===== src/rtl/mbox_mem_arb_if.sv =====
// MBOX memory arbiter bus: channel/CCA/EBOX requests in, SBUS start and
// status out. master = requester/memory side, slave = arbiter.
interface mbox_mem_arb_if;
   logic       chan_rq;
   logic       chan_wr;
   logic       cca_rq;
   logic       ebox_rq;
   logic       ebox_wr;
   logic [3:0] wd_mask;
   logic       ackn;
   logic       data_valid;
   logic       nxm_clr;
   logic [2:0] grant;
   logic       mem_start;
   logic       mem_wr;
   logic       core_busy;
   logic       done;
   logic       nxm_err;
   logic [7:0] nxm_cnt;

   modport master (
      output chan_rq, chan_wr, cca_rq, ebox_rq, ebox_wr,
      output wd_mask, ackn, data_valid, nxm_clr,
      input  grant, mem_start, mem_wr, core_busy,
      input  done, nxm_err, nxm_cnt
   );

   modport slave (
      input  chan_rq, chan_wr, cca_rq, ebox_rq, ebox_wr,
      input  wd_mask, ackn, data_valid, nxm_clr,
      output grant, mem_start, mem_wr, core_busy,
      output done, nxm_err, nxm_cnt
   );
endinterface


===== src/rtl/mbox_mem_arb.sv =====
// MBOX memory arbiter: fixed priority CHAN > CCA > EBOX, one memory cycle
// at a time, registered outputs, optional NXM timeout.
// Ports: clk, reset_n (sync, active-low), bus (mbox_mem_arb_if.slave).
// Define MBOX_MEM_ARB_NXM_TIMEOUT_EN to build the NXM_LIMIT timeout.
module mbox_mem_arb #(
   parameter logic [7:0] NXM_LIMIT = 8'd64
) (
   input  logic            clk,
   input  logic            reset_n,
   mbox_mem_arb_if.slave   bus
);

   typedef enum logic [2:0] {
      S_IDLE, S_START, S_RDWAIT, S_NXM, S_DONE
   } state_t;

   state_t     state, state_nxt;
   logic [2:0] grant_q, grant_d;
   logic       mem_wr_q, mem_wr_d;
   logic [2:0] words_q, words_d;
   logic       mem_start_q, mem_start_d;
   logic       busy_q, busy_d;
   logic       done_q, done_d;
   logic [7:0] nxm_cnt_q;
   logic       nxm_err_q;
   logic       nxm_hit;
   logic       any_rq;
   logic       grant_now;
   logic [2:0] pop;

   assign any_rq    = bus.chan_rq | bus.cca_rq | bus.ebox_rq;
   assign grant_now = (state == S_IDLE) && (state_nxt == S_START);
   assign pop = {2'b0, bus.wd_mask[0]} + {2'b0, bus.wd_mask[1]}
              + {2'b0, bus.wd_mask[2]} + {2'b0, bus.wd_mask[3]};

   always_ff @(posedge clk) begin
      if (!reset_n) begin
         state       <= S_IDLE;
         grant_q     <= 3'b000;
         mem_wr_q    <= 1'b0;
         words_q     <= 3'd0;
         mem_start_q <= 1'b0;
         busy_q      <= 1'b0;
         done_q      <= 1'b0;
      end else begin
         state       <= state_nxt;
         grant_q     <= grant_d;
         mem_wr_q    <= mem_wr_d;
         words_q     <= words_d;
         mem_start_q <= mem_start_d;
         busy_q      <= busy_d;
         done_q      <= done_d;
      end
   end

   always_comb begin
      state_nxt = state;
      unique case (state)
         S_IDLE:   if (any_rq) state_nxt = S_START;
         S_START: begin
            // ACKN beats the timeout when both land together
            if (bus.ackn)
               state_nxt = mem_wr_q ? S_DONE : S_RDWAIT;
            else if (nxm_hit)
               state_nxt = S_NXM;
         end
         S_RDWAIT: begin
            if (bus.data_valid && words_q == 3'd1)
               state_nxt = S_DONE;
         end
         S_NXM:    state_nxt = S_DONE;
         S_DONE:   state_nxt = S_IDLE;
         default:  state_nxt = S_IDLE;
      endcase
   end

   always_comb begin
      grant_d     = grant_q;
      mem_wr_d    = mem_wr_q;
      words_d     = words_q;
      mem_start_d = (state_nxt == S_START);
      busy_d      = (state_nxt != S_IDLE);
      done_d      = (state_nxt == S_DONE);
      if (grant_now) begin
         if (bus.chan_rq) begin
            grant_d  = 3'b100;
            mem_wr_d = bus.chan_wr;
         end else if (bus.cca_rq) begin
            grant_d  = 3'b010;
            mem_wr_d = 1'b1;
         end else begin
            grant_d  = 3'b001;
            mem_wr_d = bus.ebox_wr;
         end
         // an empty read mask means a full four-word read
         words_d = (bus.wd_mask == 4'b0000) ? 3'd4 : pop;
      end else if (state_nxt == S_IDLE) begin
         grant_d  = 3'b000;
         mem_wr_d = 1'b0;
      end
      if (state == S_RDWAIT && bus.data_valid)
         words_d = words_q - 3'd1;
   end

`ifdef MBOX_MEM_ARB_NXM_TIMEOUT_EN
   assign nxm_hit = (nxm_cnt_q == NXM_LIMIT - 8'd1);

   always_ff @(posedge clk) begin
      if (!reset_n) begin
         nxm_cnt_q <= 8'd0;
         nxm_err_q <= 1'b0;
      end else begin
         if (grant_now)
            nxm_cnt_q <= 8'd0;
         else if (state == S_START && !bus.ackn && !nxm_hit)
            nxm_cnt_q <= nxm_cnt_q + 8'd1;
         // a new NXM outranks a clear in the same cycle
         if (state == S_START && state_nxt == S_NXM)
            nxm_err_q <= 1'b1;
         else if (bus.nxm_clr)
            nxm_err_q <= 1'b0;
      end
   end
`else
   logic unused_nxm;
   assign unused_nxm = ^{NXM_LIMIT, bus.nxm_clr};
   assign nxm_hit    = 1'b0;
   assign nxm_cnt_q  = 8'd0;
   assign nxm_err_q  = 1'b0;
`endif

   assign bus.grant     = grant_q;
   assign bus.mem_start = mem_start_q;
   assign bus.mem_wr    = mem_wr_q;
   assign bus.core_busy = busy_q;
   assign bus.done      = done_q;
   assign bus.nxm_err   = nxm_err_q;
   assign bus.nxm_cnt   = nxm_cnt_q;

endmodule


===== src/flat_wrapper.sv =====
// flat-port wrapper written by rule: the top's interface ports become plain ports
module mbox_mem_arb_flat 
#(
   parameter logic [7:0] NXM_LIMIT = 8'd64
)
  (clk, reset_n, bus_chan_rq, bus_chan_wr, bus_cca_rq, bus_ebox_rq, bus_ebox_wr, bus_wd_mask, bus_ackn, bus_data_valid, bus_nxm_clr, bus_grant, bus_mem_start, bus_mem_wr, bus_core_busy, bus_done, bus_nxm_err, bus_nxm_cnt);
  mbox_mem_arb_if bus_i ();
  input  logic clk;
  input  logic reset_n;
  input wire logic [$bits(bus_i.chan_rq)-1:0] bus_chan_rq;
  input wire logic [$bits(bus_i.chan_wr)-1:0] bus_chan_wr;
  input wire logic [$bits(bus_i.cca_rq)-1:0] bus_cca_rq;
  input wire logic [$bits(bus_i.ebox_rq)-1:0] bus_ebox_rq;
  input wire logic [$bits(bus_i.ebox_wr)-1:0] bus_ebox_wr;
  input wire logic [$bits(bus_i.wd_mask)-1:0] bus_wd_mask;
  input wire logic [$bits(bus_i.ackn)-1:0] bus_ackn;
  input wire logic [$bits(bus_i.data_valid)-1:0] bus_data_valid;
  input wire logic [$bits(bus_i.nxm_clr)-1:0] bus_nxm_clr;
  output wire logic [$bits(bus_i.grant)-1:0] bus_grant;
  output wire logic [$bits(bus_i.mem_start)-1:0] bus_mem_start;
  output wire logic [$bits(bus_i.mem_wr)-1:0] bus_mem_wr;
  output wire logic [$bits(bus_i.core_busy)-1:0] bus_core_busy;
  output wire logic [$bits(bus_i.done)-1:0] bus_done;
  output wire logic [$bits(bus_i.nxm_err)-1:0] bus_nxm_err;
  output wire logic [$bits(bus_i.nxm_cnt)-1:0] bus_nxm_cnt;
  assign bus_i.chan_rq = bus_chan_rq;
  assign bus_i.chan_wr = bus_chan_wr;
  assign bus_i.cca_rq = bus_cca_rq;
  assign bus_i.ebox_rq = bus_ebox_rq;
  assign bus_i.ebox_wr = bus_ebox_wr;
  assign bus_i.wd_mask = bus_wd_mask;
  assign bus_i.ackn = bus_ackn;
  assign bus_i.data_valid = bus_data_valid;
  assign bus_i.nxm_clr = bus_nxm_clr;
  assign bus_grant = bus_i.grant;
  assign bus_mem_start = bus_i.mem_start;
  assign bus_mem_wr = bus_i.mem_wr;
  assign bus_core_busy = bus_i.core_busy;
  assign bus_done = bus_i.done;
  assign bus_nxm_err = bus_i.nxm_err;
  assign bus_nxm_cnt = bus_i.nxm_cnt;
  mbox_mem_arb #(.NXM_LIMIT(NXM_LIMIT)) u_core (.clk(clk), .reset_n(reset_n), .bus(bus_i));
endmodule

===== config.mk =====
export PLATFORM = sky130hd
export DESIGN_NAME = mbox_mem_arb_flat
export DESIGN_NICKNAME = d
export VERILOG_FILES = /design/src/rtl/mbox_mem_arb_if.sv /design/src/rtl/mbox_mem_arb.sv /design/src/flat_wrapper.sv
export SDC_FILE = /design/constraint.sdc
export NUM_CORES = 1
export LEC_CHECK = 0
export ABC_CLOCK_PERIOD_IN_PS = 1700
export CAP_MARGIN = 10
export CORE_MARGIN = 1
export CORE_UTILIZATION = 38
export DETAILED_ROUTE_END_ITERATION = 6
export PLACE_DENSITY = 0.74
export SLEW_MARGIN = 15
export SYNTH_ARGS = -nofsm -noshare
export SYNTH_HDL_FRONTEND = slang
export SYNTH_SLANG_ARGS = --single-unit

===== constraint.sdc =====
create_clock -name clk -period 1.7 [get_ports clk]
set_clock_uncertainty 0.2 [all_clocks]
set_input_delay 0.425 -clock clk [delete_from_list [all_inputs] [get_ports clk]]
set_output_delay 0.425 -clock clk [all_outputs]
set_load 0.02 [all_outputs]

==> out/qor.txt <==
Clock Pin Slew Worst Setup and Hold Paths -> 0.08 ns
slack of the worst reg-to-reg path -> 0.24 ns
kind of start point of the critical path -> primary input
hpwl dp -> 1322 um
global-route wire length before repair -> 2808 um
total congestion overflow after global routing -> 0
total of max-cap violations -> 0
IO Count -> 30
worst slack at placement -> -0.7864 ns
Clock H-tree levels -> 1
sequential cell area fraction in the yosys report -> 34.38%
dominant cells by area after synthesis -> dfxtp_1 34%, buf_4 8.9%, ha_1 8.3%
Final Max Slew Viols -> 0
highest-delay cell along the critical path -> fa_2
kind of cell adding the most delay to the critical path -> adder cells
Syn-to-layout area delta -> 42.48%
proportion of register bits with asynchronous set or reset after synthesis -> 0%
final critical-path share of the clock period -> 97.06%
RSZ-0062 raised after global routing -> no
worst setup path start -> bus_wd_mask[0]
Root Buffer Master -> clkbuf_4
launching point of the worst reg2reg path -> u_core.state[2]
overall fraction of global-route tracks in use -> 18.71%
die width -> 46.63 um
critical path's largest stage delay -> 0.35 ns
largest voltage drop on the vdd net -> 0.0004068 V
Stages on worst setup path -> 7
row count -> 15
filler cell count in the final layout -> 165
destination of the critical timing path -> u_core.words_q[1]
nets@finish -> 142
Worst-Skew Late Latency -> 0.28 ns
Via Count -> 720
# port buffers -> 19
routed vias/inst -> 4.932
gpl congestion -> 0.7666
logic depth of the worst register-to-register path -> 3
clock tree from TritonCTS -> yes
number of iterations in the first detailed-routing pass -> 4
number of buffers created by CTS -> 3
most used standard cell by instance count after synthesis -> dfxtp_1
distinct cell type count of the synthesized netlist -> 28
Final setup viols -> 0
CP Capture Type -> register
Non-Filler Instances -> 146
antenna violations before repair -> 0
worst-case setup margin in the final layout -> 0.04991 ns
dominant synthesized flop cell -> dfxtp_1
post-route setup TNS -> 0 ns
portion of synthesized cell area occupied by the leading cell type -> 34.38%
ordered list of cells on the worst path -> buf_2 -> inv_2 -> ha_4 -> fa_2 -> ha_4 -> nand4_1 -> a31oi_1
Initial Util -> 42.01%
leakage component of the power -> 0.4683 nW
capture point of the worst reg-to-reg path -> u_core.words_q[2]
Min Hold Slack -> 0.2771 ns
worst path arrival time -> 1.65 ns
Die ar. -> 0.002174 mm2
core utilization of the finished layout -> 59.86%
leading area contributor after synthesis -> dfxtp_1
Worst EP required -> 1.70 ns
count of placed standard cells including taps -> 142
ratio of cells with drive above 1 in the final layout -> 19.83%
type of the tightest min-delay check -> reg2reg
vertical die dimension -> 46.63 um
placeable core region -> 0.001802 mm2
dominant cell type by count on the critical path -> ha_4
average footprint of a synthesized cell -> 8.505 um2
largest net degree at the start of global routing -> 12
Final Routed Wirelength -> 1655 um
cell area after synthesis -> 757.0 um2
number of remaining DRC errors -> 0
maximum operating frequency -> 606.0 MHz
number of violations reported at the end of detailed-routing iteration 0 -> 12
status -> finished, final reports clean
count of endpoints failing hold in the final timing report -> 0
synthesized flop and latch total -> 13
Cells after Synth -> 89
total number of yosys warnings -> 0
CP max FO -> 2
number of inserted diodes -> 0
PD cells -> 740.4 mW/mm2
count of buffering cells on the critical path with inverters included -> 2
post-layout minimum cycle time -> 1.650 ns
drt wl/cell -> 11.34 um
CTS Buffer Depth -> 2
number of synthesized flops with an enable pin -> 0
number of global-route vias before repair -> 705
remaining number of nets flagged by the antenna check after routing -> 0
category of the critical setup timing path -> in2reg
most instantiated cells after synthesis -> 13 x dfxtp_1, 10 x inv_1, 9 x buf_4
# clock sinks -> 13
[state kept, by name (all words and copies together), names as in the netlist]
| name | count |
|---|---|
| u_core.bus.mem_start | 1 |
| u_core.bus.mem_wr | 1 |
| u_core.state | 3 |
| u_core.bus.core_busy | 1 |
| u_core.bus.grant | 3 |
| u_core.bus.done | 1 |
| u_core.words_q | 3 |
[through the flow]
step                area, um2  total power, mW
detailed placement       1067           0.6204
global placement         1067           0.6119
global route             1079           0.8533
floorplan               827.0           0.5192
CTS                      1090           0.8107
finish                   1079           0.7986
[layout by cell type, fill, tap and decap left out, drive strengths merged, types with 5 or more instances in the layout]
cell type,netlist,routed
inv,10,10
buf,9,15
a21oi,6,6
clkdlybuf4s50,0,8
dfxtp,13,13
conb,1,9
ha,5,5
dlygate4sd2,0,9
o21ai,6,6
[worst min-delay path, cell delays in order (launching register included)]
cell and delay (ns):
dfxtp_1 0.31, o21ai_0 0.07, a21oi_1 0.06
[timing repair]
action / in CTS / in global routing
setup endpoints to repair: 10 / 2
gates resized for setup: 19 / 0
setup buffers: 1 / 0
hold buffers: 0 / 0
pin swaps: 6 / 1
[routing by layer]
| layer | global-route usage [%] | wire [um] | vias up |
|---|---|---|---|
| met5 | 0 | 0 | - |
| li1 | - | - | 358 |
| met3 | 1.569 | 67 | 4 |
| met2 | 31.39 | 791 | 25 |
| met4 | 12.00 | 37 | 0 |
| met1 | 22.54 | 758 | 333 |
[cell families (layout without fill, tap and decap cells)]
family	count (synthesis)	in the layout	synth area share (%)
simple gates	24	24	20.00
compound gates	23	23	18.84
buf+inv	22	46	15.37
flops	13	13	34.38
fa+ha+maj	6	6	10.91
other cells	1	9	0.4954
[worst min-delay path by stage]
| stage | start | to | cells past startpoint |
|---|---|---|---|
| after floorplan | u_core.words_q[2] | u_core.words_q[2] | 2 |
| after global placement | u_core.bus.grant[1] | u_core.bus.grant[1] | 2 |
| after detailed placement | u_core.bus.grant[2] | u_core.bus.grant[2] | 2 |
| after CTS | u_core.bus.grant[1] | u_core.bus.grant[1] | 2 |
| after global routing | u_core.bus.grant[2] | u_core.bus.grant[2] | 2 |
| final | u_core.bus.grant[0] | u_core.bus.grant[0] | 2 |
[power breakdown]
part           internal, mW  total, mW  switching [mW]
Sequential            0.333      0.350          0.0169
Combinational         0.115      0.250           0.135
Clock                0.0911      0.198           0.107
[final cells by class]
class | instances | area [um2] | area share [%]
well taps | 25 | 31.28 | 2.900
flip-flops and latches | 13 | 260.3 | 24.13
inverters | 10 | 50.05 | 4.640
repair buffers | 32 | 272.8 | 25.29
clock buffers | 4 | 26.28 | 2.436
multi-input cells | 62 | 437.9 | 40.60
No activity file was read; power rests on OpenSTA's default activity.
